$ cat config.mk
export PLATFORM = sky130hd
export DESIGN_NAME = fp_norm_round
export DESIGN_NICKNAME = d
export VERILOG_FILES = /design/src/rtl/fp_pkg.sv /design/src/rtl/lzc.sv /design/src/rtl/fp_norm_round.sv
export SDC_FILE = /design/constraint.sdc
export NUM_CORES = 1
export LEC_CHECK = 0
export CAP_MARGIN = 5
export CELL_PAD_IN_SITES_DETAIL_PLACEMENT = 1
export CELL_PAD_IN_SITES_GLOBAL_PLACEMENT = 1
export CORE_ASPECT_RATIO = 1.5
export CORE_MARGIN = 3
export CORE_UTILIZATION = 40
export DETAILED_ROUTE_END_ITERATION = 10
export PLACE_DENSITY = 0.84
export SLEW_MARGIN = 10
export SYNTH_ARGS = -nofsm -noshare
export SYNTH_HDL_FRONTEND = slang
export SYNTH_SLANG_ARGS = --single-unit
export TNS_END_PERCENT = 100
$ cat constraint.sdc
create_clock -name clk -period 6 [get_ports clk]
set_input_delay 1.2 -clock clk [delete_from_list [all_inputs] [get_ports clk]]
set_output_delay 1.2 -clock clk [all_outputs]
set_load 0.02 [all_outputs]
$ cat src/rtl/fp_pkg.sv
// Shared FP32 constants and packed result/flag types for the mul/div datapath.
package fp_pkg;
    localparam int          BIAS    = 127;
    localparam int          EXP_MAX = 255;
    localparam logic [31:0] QNAN    = 32'h7FC0_0000;

    typedef struct packed {
        logic        sign;
        logic [7:0]  exp;
        logic [22:0] frac;
    } fp32_t;

    typedef struct packed {
        logic of;
        logic uf;
        logic nx;
    } fp_flags_t;
endpackage

$ cat src/rtl/lzc.sv
// Combinational leading-zero counter; an all-zero input reports W.
module lzc #(
    parameter int W = 48
) (
    input  logic [W-1:0]           d,
    output logic [$clog2(W+1)-1:0] cnt
);
    always_comb begin
        cnt = ($clog2(W+1))'(W);
        // ascending scan: the highest set bit is the last to write cnt
        for (int i = 0; i < W; i++)
            if (d[i]) cnt = ($clog2(W+1))'(W - 1 - i);
    end
endmodule

$ cat src/rtl/fp_norm_round.sv
// FP32 normalise / round-nearest-even / pack, three stages, valid-ready with global enable.
module fp_norm_round
    import fp_pkg::*;
#(
    parameter int MANT_W = 48,
    parameter int FRAC_W = 23,
    parameter int EXP_W  = 10
) (
    input  logic              clk,
    input  logic              arst,
    input  logic              en,
    input  logic              in_valid,
    output logic              in_ready,
    input  logic              sign_in,
    input  logic [EXP_W-1:0]  e_in,
    input  logic [MANT_W-1:0] m_in,
    input  logic              nan_in,
    input  logic              inf_in,
    input  logic              zero_in,
    output logic              out_valid,
    input  logic              out_ready,
    output logic [31:0]       result,
    output logic              flag_of,
    output logic              flag_uf,
    output logic              flag_nx
);
    localparam int STAGES = 3;
    localparam int LZ_W   = $clog2(MANT_W + 1);
    localparam int E_W    = 12;
    localparam int GB     = MANT_W - 2 - FRAC_W;

    logic            advance;
    logic [STAGES:1] vld_pipe;

    assign advance   = en & (~out_valid | out_ready);
    assign in_ready  = advance;
    assign out_valid = vld_pipe[STAGES];

    always_ff @(posedge clk or posedge arst)
        if (arst)         vld_pipe <= '0;
        else if (advance) vld_pipe <= {vld_pipe[STAGES-1:1], in_valid};

    // ---- S1: normalise so the leading one lands on the MSB
    logic [LZ_W-1:0]       lz;
    logic [MANT_W-1:0]     m_n;
    logic signed [E_W-1:0] e1;

    lzc #(.W(MANT_W)) u_lzc (.d(m_in), .cnt(lz));

    assign m_n = m_in << lz;
    assign e1  = {{(E_W-EXP_W){e_in[EXP_W-1]}}, e_in} + E_W'(1) - {{(E_W-LZ_W){1'b0}}, lz};

    logic                  s1_sign, s1_nan, s1_inf, s1_zero;
    logic signed [E_W-1:0] s1_e;
    logic [MANT_W-1:0]     s1_m;

    always_ff @(posedge clk or posedge arst)
        if (arst) begin
            {s1_sign, s1_nan, s1_inf, s1_zero} <= '0;
            s1_e <= '0;
            s1_m <= '0;
        end else if (advance) begin
            {s1_sign, s1_nan, s1_inf, s1_zero} <= {sign_in, nan_in, inf_in, zero_in};
            s1_e <= e1;
            s1_m <= m_n;
        end

    // ---- S2: round to nearest even; a normalised MSB of 0 means the mantissa was zero
    logic [FRAC_W-1:0]     frac, frac_r;
    logic                  g, r, s, up, c;
    logic signed [E_W-1:0] e2;

    assign frac        = s1_m[MANT_W-2 -: FRAC_W];
    assign g           = s1_m[GB];
    assign r           = s1_m[GB-1];
    assign s           = |s1_m[GB-2:0];
    assign up          = g & (r | s | frac[0]);
    assign {c, frac_r} = {1'b0, frac} + (FRAC_W+1)'(up);
    assign e2          = s1_e + E_W'(c);

    logic                  s2_sign, s2_nan, s2_inf, s2_zero, s2_nx;
    logic signed [E_W-1:0] s2_e;
    logic [FRAC_W-1:0]     s2_frac;

    always_ff @(posedge clk or posedge arst)
        if (arst) begin
            {s2_sign, s2_nan, s2_inf, s2_zero, s2_nx} <= '0;
            s2_e    <= '0;
            s2_frac <= '0;
        end else if (advance) begin
            {s2_sign, s2_nan, s2_inf, s2_zero} <= {s1_sign, s1_nan, s1_inf, s1_zero | ~s1_m[MANT_W-1]};
            s2_nx   <= g | r | s;
            s2_e    <= e2;
            s2_frac <= frac_r;
        end

    // ---- S3: special-case priority and packing
    fp32_t     pk, res_q;
    fp_flags_t fl, flg_q;

    always_comb begin
        pk = '0;
        fl = '0;
        if (s2_nan)
            pk = QNAN;
        else if (s2_inf)
            pk = {s2_sign, 8'hFF, 23'h0};
        else if (s2_zero)
            pk = {s2_sign, 31'h0};
        else if (s2_e >= E_W'(EXP_MAX)) begin
            pk    = {s2_sign, 8'hFF, 23'h0};
            fl.of = 1'b1;
            fl.nx = 1'b1;
        end else if (s2_e <= E_W'(0)) begin
            pk    = {s2_sign, 31'h0};
            fl.uf = 1'b1;
            fl.nx = 1'b1;
        end else begin
            pk    = {s2_sign, s2_e[7:0], s2_frac};
            fl.nx = s2_nx;
        end
    end

    always_ff @(posedge clk or posedge arst)
        if (arst) begin
            res_q <= '0;
            flg_q <= '0;
        end else if (advance) begin
            res_q <= pk;
            flg_q <= fl;
        end

    assign result  = res_q;
    assign flag_of = flg_q.of;
    assign flag_uf = flg_q.uf;
    assign flag_nx = flg_q.nx;
endmodule
==> run_results.csv, run 1 <==
group,metric,value,unit
outcome,status,"finished clean",
sta,fin_skew,0.00682,ns
die,dieWidth,134,µm
global_routing,track_usage,0.259,
power_and_ir_drop,ir_drop,0.201,mV
place,dp_cells,1507,
global_routing,antenna_found_initial,0,
power_and_ir_drop,power.leakage,4.94,nW
clock_tree,tritoncts,"built",
sta,finalCritPeriodShare,0.861,
die,initial_core_util,0.410,
logic_synthesis,syn_nets,1215,
cells_and_area,antenna_cells,0,
logic_synthesis,ys_types,81,
critical_path,r2r_slack,2.55,ns
power_and_ir_drop,p_comb_frac,0.286,
cells_and_area,syn_to_final_growth,20.3,%
power_and_ir_drop,clkPwrFrac,0.332,
clock_tree,cts_made_buffers,17,
power_and_ir_drop,power_frac_seq,0.382,
clock_tree,ctsHtreeMaxLevel,4,
place,post_dp_cell_area,0.0111,mm²
clock_tree,clk_pin_slew,0.06,ns
clock_tree,clk_latency,0.42,ns
hold_path,whs_path_depth,1,
hold_path,hp-start,"s1_m[47]",
critical_path,crit_required,6.31,ns
critical_path,crit_path_start_kind,"input pin",
sta,finalSetupViolCount,0,
logic_synthesis,avgSynthCellArea,8.70,µm²
logic_synthesis,syn_area,0.00981,mm²
drt,wl_per_cell,22.3,µm
die,fp.dieH,198,µm
sta,rsz0062_at_grt,"false",
global_routing,grt_max_degree,180,
critical_path,end_kind,"flop",
critical_path,rr_endpoint,"s2_e[11]",
cells_and_area,layout.cells.non_filler,1539,
clock_tree,ctsHoldBuffers,0,
drt,dr.pass1.iters,7,
hold_path,hold_path.class,"reg2reg",
place,hpwl,25600,µm
sta,fin_ws,0.831,ns
power_and_ir_drop,cell_internal_pwr,2.41,mW
die,die_area,0.0265,mm²
logic_synthesis,ys_seq_area_frac,0.362,
critical_path,crit_fanout,8,
cells_and_area,fin_nets,1294,
cells_and_area,drive_gt1_frac,0.0861,
die,io_pins,104,
die,num_rows,69,
global_routing,gr-total-overflow,0,
sta,period_minus_slack,5.17,ns
critical_path,ff2ff_path_depth,14,
sta,fin_setup_tns,0,ns
sta,hold_violations,0,
place,finalWeightedCongestion,0.976,
logic_synthesis,syn-instance-count,1128,
place,port_buffers,103,
cells_and_area,final_util,0.493,
sta,slew_viol_final,0,
global_routing,busiest_layer,"met2",
job,drv_cap,0,
drt,antenna_left,0,
global_routing,grt_use_met1,0.287,
cells_and_area,post-route-cell-area,0.0118,mm²
logic_synthesis,ys_seq_elements,142,
drt,drtIter0Drc,569,
clock_tree,cts_buffer_depth,2,
sta,slew_headroom,0.361,
logic_synthesis,synth.yosys.warnings,0,
global_routing,grt_pass1_vias,9999,
power_and_ir_drop,powerDensity,308,mW/mm²
sta,fmax,0.193,GHz
drt,route.detailed.drc,0,
drt,num_vias,9429,
logic_synthesis,ys.flop_type,"dfrtp_1",
critical_path,critPathLaunch,"m_in[32]",
global_routing,grt_pass1_wl,54700,µm
clock_tree,cts-resized-gates,0,
drt,drt_wl_total,34300,µm
clock_tree,cts_sinks,142,
hold_path,holdPathEnd,"s2_zero",
die,core-area,0.0239,mm²
clock_tree,post_cts_buffers,0,
logic_synthesis,synth-edff-count,0,
clock_tree,clock-root-buffer,"clkbuf_16",
drt,avgViaCountPerCell,6.13,
power_and_ir_drop,p_switching,1.22,mW
global_routing,met2_usage,0.475,
power_and_ir_drop,swShare,0.336,
critical_path,crit_type,"in2reg",
critical_path,r2r_start,"s1_m[30]",
logic_synthesis,synthArstFlopShare,1.00,
global_routing,grt_use_met3,0.0308,
critical_path,arrival,5.48,ns
sta,worst_pin_slew,0.951,ns
place,dp_slack,0.426,ns
==> worst max path at each step <==
stage               cells after the start        to  slack [ns]
floorplan                              20  s1_e[10]        0.94
global placement                       22  s1_e[11]        0.70
detailed placement                     22  s1_e[11]        0.43
CTS                                    22  s1_e[11]        0.85
global route                           15  s1_e[10]        0.39
finish                                 15  s1_e[10]        0.83
==> layout make-up <==
class,count,area [µm²]
multi-input cells,884,5810
clock inverters,14,239
fillers,2810,12100
clock buffers,18,439
repair buffers,125,1210
well taps,319,399
flip-flops and latches,142,3550
inverters,37,149
==> cell usage in the layout, fill, tap and decap left out, types with 6 or more instances in the layout <==
cell	instances
nor3_1	32
xor2_1	22
a22o_1	38
a211oi_1	12
o21ai_1	16
bufinv_16	6
o31ai_1	9
o22ai_1	8
o21ai_0	82
mux2_2	12
a21oi_1	56
o211ai_1	20
inv_1	29
clkbuf_16	17
xnor2_1	16
a31oi_1	13
nand3_1	37
a21o_1	10
nand2b_1	10
mux4_2	17
clkdlybuf4s50_1	103
a311oi_1	6
nand4_1	12
and3_1	8
a22oi_1	11
buf_4	21
ha_1	19
dfrtp_1	142
mux2i_1	46
nor2_1	81
nand2_1	169
nor2b_1	9
nor4_1	17
and2_1	12
==> metal layers <==
metal,part of all wire,wire (µm)
met1,0.38,13000
met5,0,0
met4,0.060,2040
met3,0.036,1240
met2,0.53,18000
==> sequential cells by signal, indices dropped and copies added, names as in the netlist, 3 cells and up <==
| name | cells |
|---|---|
| s2_e | 12 |
| s1_m | 48 |
| s2_frac | 23 |
| vld_pipe | 3 |
| result | 32 |
| s1_e | 12 |
==> critical path: stages <==
cell and delay (ns):
clkdlybuf4s50_1 0.53, nor4_1 0.57, and2_1 0.32, nand3_1 0.28, nor3_1 0.58, inv_2 0.18, ha_1 0.35, ha_1 0.34
a21oi_1 0.13, o21ai_0 0.14, a21o_1 0.21, a21o_1 0.19, a21oi_1 0.15, nor2b_1 0.06, o31ai_1 0.25
==> cell families after synthesis <==
logic type / share of synthesized area
compound gates: 0.237
xor+xnor: 0.0339
fa+ha+maj: 0.0263
buf+inv: 0.0462
flops: 0.362
mux: 0.102
simple gates: 0.192
==> power groups by stage <==
| stage | Sequential, mW | Clock (mW) | Combinational (mW) |
|---|---|---|---|
| 6_report | 1.39 | 1.21 | 1.04 |
| 5_1_grt | 1.42 | 1.27 | 1.14 |
| 4_1_cts | 1.39 | 1.22 | 1.04 |
| 3_5_place_dp | 1.40 | 0 | 1.02 |
| 3_3_place_gp | 1.38 | 0 | 0.988 |
| 2_1_floorplan | 1.40 | 0 | 0.593 |
==> synthesized netlist by cell type, types with 10 or more instances <==
cell type,number,area [µm²]
o21ai_0,82,410
nand4_1,12,75.1
nor4_1,17,106
ha_1,19,238
mux2i_1,46,460
a22oi_1,11,82.6
a21o_1,10,75.1
nand2b_1,10,62.6
a31oi_1,13,81.3
nor2_1,81,304
xor2_1,22,193
inv_1,31,116
clkbuf_1,34,128
nor3_1,32,160
xnor2_1,16,140
mux4_2,17,383
nand3_1,37,185
nand2_1,169,634
mux2_2,12,135
a22o_1,38,333
a21oi_1,56,280
and2_1,12,75.1
o21ai_1,17,85.1
buf_2,16,80.1
dfrtp_1,142,3550
a211oi_1,12,90.1
o211ai_1,20,150
==> through the flow <==
stage	power, mW	hold slack [ns]
2_1_floorplan	1.99	0.427
4_1_cts	3.65	0.465
6_report	3.64	0.459
5_1_grt	3.83	0.477
3_3_place_gp	2.37	0.441
3_5_place_dp	2.42	0.457
No activity file was read; power rests on OpenSTA's default activity.
==> run 2, diff against run 1 <==
RECOVER_POWER = 100   (was unset)
==> run 2 against run 1 <==
  * The run now ends with max-capacitance violations, max-slew violations left
  * Register-to-register slack worse by 0.69 ns
  * Die area unchanged
  * Power fell by 0.75%
  * Clock skew increased by 0.0019 ns
  * Wire length decreased by 0.12%
  * Clock power is essentially flat
  * Critical endpoint unchanged
  * Highest routed layer unchanged
==> run_results.csv, run 2 (same netlist as run 1, synthesis figures left out) <==
group,metric,value,unit
critical_path,crit_chain,"dlygate4sd3_1 -> nor4_1 -> and2_0 -> nand3_1 -> nor3_1 -> inv_2 -> ha_1 -> ha_1 -> a21oi_1 -> o21ai_0 -> a21o_1 -> a21o_1 -> a21oi_1 -> nor2b_1 -> o31ai_1",
global_routing,gr-total-overflow,0,
clock_tree,cts_made_buffers,17,
drt,drtIter0Drc,586,
critical_path,critPathLaunch,"m_in[32]",
cells_and_area,layout_common_cells,"nand2_1 (169), dfrtp_1 (142), o21ai_0 (93)",
sta,hold_violations,0,
hold_path,whs_path_depth,1,
drt,avgViaCountPerCell,6.11,
critical_path,end_kind,"flop",
clock_tree,clk_latency,0.42,ns
drt,route.detailed.drc,0,
power_and_ir_drop,p_switching,1.22,mW
critical_path,crit_required,6.31,ns
cells_and_area,largest_reg_flops,48,
clock_tree,tritoncts,"built",
drt,dr.pass1.iters,5,
sta,period_minus_slack,5.32,ns
place,port_buffers,103,
global_routing,grt_pass1_wl,54700,µm
power_and_ir_drop,clkPwrFrac,0.335,
cells_and_area,antenna_cells,0,
clock_tree,cts-resized-gates,0,
power_and_ir_drop,powerDensity,307,mW/mm²
critical_path,ff2ff_path_depth,9,
die,io_pins,104,
sta,finalCritPeriodShare,0.887,
hold_path,hp-start,"s1_m[47]",
hold_path,holdPathEnd,"s2_zero",
place,hpwl,25600,µm
clock_tree,ctsHoldBuffers,0,
sta,rsz0062_at_grt,"false",
die,core-area,0.0239,mm²
cells_and_area,fin_nets,1294,
drt,wl_per_cell,22.2,µm
critical_path,crit_type,"in2reg",
die,num_rows,69,
cells_and_area,layout.cells.most_common,"nand2_1",
place,dp_slack,0.426,ns
cells_and_area,final_util,0.492,
sta,finalSetupViolCount,0,
die,fp.dieH,198,µm
critical_path,crit_buf_inv,2,
place,dp_cells,1507,
cells_and_area,syn_to_final_growth,20.0,%
sta,fin_setup_tns,0,ns
global_routing,antenna_found_initial,0,
die,dieWidth,134,µm
sta,fin_ws,0.679,ns
power_and_ir_drop,swShare,0.337,
drt,drt_wl_total,34200,µm
drt,antenna_left,0,
hold_path,hold_path.class,"reg2reg",
sta,slew_viol_final,157,
power_and_ir_drop,p_comb_frac,0.281,
critical_path,slowest_stage,"dlygate4sd3_1",
clock_tree,post_cts_buffers,0,
global_routing,grt_max_degree,180,
sta,fin_skew,0.00877,ns
clock_tree,cts_buffer_depth,2,
outcome,status,"complete, but fails checks",
global_routing,grt_pass1_vias,9999,
power_and_ir_drop,cell_internal_pwr,2.39,mW
clock_tree,clk_pin_slew,0.06,ns
sta,worst_pin_slew,3.69,ns
clock_tree,cts_sinks,142,
power_and_ir_drop,ir_drop,0.200,mV
clock_tree,clock-root-buffer,"clkbuf_16",
clock_tree,ctsHtreeMaxLevel,4,
critical_path,crit_path_start_kind,"input pin",
global_routing,track_usage,0.259,
die,initial_core_util,0.410,
cells_and_area,layout.cells.non_filler,1539,
power_and_ir_drop,power.leakage,5.01,nW
power_and_ir_drop,power_frac_seq,0.385,
drt,num_vias,9400,
critical_path,r2r_start,"vld_pipe[3]",
place,finalWeightedCongestion,0.976,
outcome,violations,"max-capacitance violations, max-slew violations",
critical_path,arrival,5.63,ns
cells_and_area,top_register,"s1_m",
sta,slew_headroom,-1.46,
critical_path,r2r_slack,1.86,ns
cells_and_area,drive_gt1_frac,0.0779,
job,drv_cap,2,
critical_path,rr_endpoint,"s1_m[20]",
critical_path,critPathTopFamily,"simple AND/OR/NAND/NOR gates",
critical_path,critPathMaxStageDelay,0.64,ns
sta,fmax,0.188,GHz
die,die_area,0.0265,mm²
critical_path,crit_fanout,8,
==> run 2: power by group through the flow <==
| stage | clock (mW) | combinational [mW] | sequential (mW) |
|---|---|---|---|
| 3_5_place_dp | 0 | 1.02 | 1.40 |
| 5_1_grt | 1.27 | 1.11 | 1.42 |
| 6_report | 1.21 | 1.01 | 1.39 |
| 4_1_cts | 1.22 | 1.04 | 1.39 |
| 2_1_floorplan | 0 | 0.593 | 1.40 |
| 3_3_place_gp | 0 | 0.988 | 1.38 |
==> run 2: final cells by class <==
cell class	instances	area, µm²
fill	2816	12100
multi-input combinational	884	5790
sequential	142	3550
timing repair buffer	125	1200
clock buffer	18	439
tap	319	399
clock inverter	14	239
inverter	37	144
==> run 2: metal layers <==
layer,track usage,routed length [µm],up-vias
li1,-,-,4327
met1,0.287,13000,4665
met2,0.475,18000,306
met3,0.0308,1290,102
met4,0.152,1990,0
met5,0,0,-
==> run 2: how the worst max path moves through the flow <==
stage               endpoint  cells after the start
floorplan           s1_e[10]                     20
global placement    s1_e[11]                     22
detailed placement  s1_e[11]                     22
CTS                 s1_e[11]                     22
global route        s1_e[10]                     15
finish              s1_e[10]                     15
==> run 2: per-stage QoR <==
step | cell area (µm²) | total power [mW] | hold slack [ns]
detailed placement | 11100 | 2.42 | 0.457
CTS | 11800 | 3.65 | 0.465
finish | 11800 | 3.61 | 0.458
global route | 11800 | 3.80 | 0.477
global placement | 11100 | 2.37 | 0.441
floorplan | 9810 | 1.99 | 0.427
==> run 3, diff against run 2 <==
CTS_CLUSTER_DIAMETER = 100   (was unset)
DONT_BUFFER_PORTS = 1   (was unset)
PLACE_DENSITY = 0.77   (was 0.84)
SETUP_SLACK_MARGIN = 0.15   (was unset)
==> run 3 against run 2 <==
  * The flow still finishes with violations (max-capacitance violations, max-slew violations)
  * Setup slack better by 0.15 ns
  * Clock power down 5%
  * Clock skew up 0.0061 ns
  * Non-clock buffer count decreased by 111
  * Wire length down 4.5%
  * Fmax rose by 2.9%
  * Critical endpoint unchanged
  * Critical path type unchanged
  * Global-route usage down 1.2 points
  * Utilization fell by 4.7 points
  * Power decreased by 6.1%
  * Final cell count fell by 7.3%
  * Combinational power shrank 23%
==> run_results.csv, run 3 (same netlist as run 1, synthesis figures left out) <==
group,metric,value,unit
hold_path,hp-start,"vld_pipe[1]",
clock_tree,ctsHoldBuffers,0,
power_and_ir_drop,power.leakage,4.47,nW
place,port_buffers,0,
die,fp.dieH,198,µm
die,core-area,0.0239,mm²
power_and_ir_drop,swShare,0.335,
sta,finalCritPeriodShare,0.861,
sta,fin_ws,0.831,ns
cells_and_area,fin_nets,1183,
sta,slew_headroom,-1.58,
critical_path,crit_path_start_kind,"input pin",
place,finalWeightedCongestion,0.936,
global_routing,grt_pass1_wl,52200,µm
cells_and_area,layout.cells.most_common,"nand2_1",
critical_path,crit_fanout,8,
clock_tree,cts_buffer_depth,2,
clock_tree,clock-root-buffer,"clkbuf_16",
critical_path,critPathMaxStageDelay,0.69,ns
cells_and_area,fill_cells,2831,
critical_path,crit_chain,"nor4_1 -> and2_0 -> nand3_1 -> nor3_1 -> inv_1 -> ha_1 -> ha_1 -> a21oi_1 -> o21ai_0 -> a21o_1 -> a21o_1 -> a21oi_1 -> nor2b_1 -> o31ai_1",
place,dp_slack,0.686,ns
power_and_ir_drop,p_switching,1.13,mW
sta,worst_pin_slew,3.84,ns
drt,antenna_left,0,
drt,num_vias,8873,
critical_path,crit_type,"in2reg",
drt,wl_per_cell,22.9,µm
sta,fmax,0.193,GHz
global_routing,antenna_found_initial,0,
place,hpwl,24400,µm
clock_tree,cts_made_buffers,17,
critical_path,crit_required,6.27,ns
sta,slew_viol_final,202,
cells_and_area,multi_input_area,0.00580,mm²
drt,drt_wl_total,32700,µm
sta,rsz0062_at_grt,"false",
drt,avgViaCountPerCell,6.22,
drt,route.detailed.drc,0,
clock_tree,cts_sinks,142,
global_routing,track_usage,0.248,
critical_path,r2r_start,"vld_pipe[3]",
drt,dr.pass1.iters,5,
cells_and_area,layout_common_cells,"nand2_1 (169), dfrtp_1 (142), o21ai_0 (94)",
hold_path,hold_path.class,"reg2reg",
critical_path,critPathTopFamily,"simple AND/OR/NAND/NOR gates",
critical_path,crit_buf_inv,1,
power_and_ir_drop,cell_internal_pwr,2.25,mW
critical_path,end_kind,"flop",
sta,period_minus_slack,5.17,ns
clock_tree,cts-resized-gates,0,
critical_path,critPathLaunch,"m_in[32]",
power_and_ir_drop,ir_drop,0.223,mV
power_and_ir_drop,powerDensity,318,mW/mm²
sta,fin_skew,0.0149,ns
outcome,violations,"max-capacitance violations, max-slew violations",
critical_path,arrival,5.44,ns
power_and_ir_drop,power_frac_seq,0.431,
die,num_rows,69,
die,dieWidth,134,µm
cells_and_area,top_register,"s1_m",
cells_and_area,antenna_cells,0,
die,initial_core_util,0.410,
global_routing,grt_max_degree,105,
power_and_ir_drop,p_comb_frac,0.229,
job,drv_cap,3,
cells_and_area,syn_to_final_growth,8.50,%
clock_tree,clk_pin_slew,0.06,ns
sta,finalSetupViolCount,0,
sta,fin_setup_tns,0,ns
outcome,status,"complete, but fails checks",
drt,drtIter0Drc,487,
die,die_area,0.0265,mm²
clock_tree,clk_latency,0.42,ns
global_routing,gr-total-overflow,0,
clock_tree,tritoncts,"built",
power_and_ir_drop,clkPwrFrac,0.340,
global_routing,grt_pass1_vias,9330,
cells_and_area,largest_reg_flops,48,
cells_and_area,drive_gt1_frac,0.0794,
cells_and_area,final-seq-area,0.00355,mm²
clock_tree,ctsHtreeMaxLevel,4,
sta,hold_violations,0,
clock_tree,post_cts_buffers,0,
die,io_pins,104,
critical_path,slowest_stage,"nor3_1",
-- run 3: cell count changes in the layout (fill, tap and decap cells not counted), moves of 2 or more --
cell	change
clkdlybuf4s50_1	-61
dlygate4sd3_1	-42
buf_4	-7
clkbuf_1	+2
-- run 3: final timing paths --
kind                                to  slack [ns]  cells after the start
setup / recovery              s1_e[10]        0.83                     14
hold / removal             vld_pipe[2]        0.47                      2
setup reg to reg            result[16]        1.23                      8
hold reg to reg            vld_pipe[2]        0.47                      2
max in group asynchronous      s1_e[7]        1.64                      2
min in group asynchronous   result[12]        1.81                      1
-- run 3: worst reg2reg max path, stage by stage (launching register included) --
cell and delay, ns:
dfrtp_1 0.45, inv_1 0.09, o21ai_0 0.30, clkbuf_1 2.20, nor3_1 0.71, nand2b_1 0.41, nor2_1 0.07, buf_4 0.21
a22o_1 0.22
-- run 3: area by class of cell --
class | count | area share
clock inverter | 10 | 0.0175
sequential | 142 | 0.334
tap | 319 | 0.0375
timing repair buffer | 14 | 0.00894
clock buffer | 21 | 0.0433
inverter | 37 | 0.0136
multi-input combinational | 884 | 0.545
-- run 3: per-layer routing --
layer  track usage  vias up  share of wire
li1              -     4099              -
met2         0.443      246           0.51
met3        0.0356       78          0.038
met4         0.131        0          0.054
met5             0        -              0
met1         0.285     4450           0.40
-- run 3: power groups by stage --
stage | Sequential (mW) | Clock, mW | Combinational, mW
final | 1.46 | 1.15 | 0.776
after global routing | 1.49 | 1.21 | 0.872
after CTS | 1.46 | 1.17 | 0.784
after detailed placement | 1.47 | 0 | 0.771
after global placement | 1.46 | 0 | 0.746
after floorplan | 1.40 | 0 | 0.593
-- run 3: per-stage QoR --
stage,power (mW),util,instance area [µm²],hold slack (ns),std cells
finish,3.39,0.445,10600,0.473,1427
global route,3.58,0.445,10600,0.505,1427
CTS,3.41,0.446,10700,0.479,1427
detailed placement,2.24,0.419,10000,0.463,1396
global placement,2.20,0.419,10000,0.438,1396
floorplan,1.99,-,9810,0.427,1128
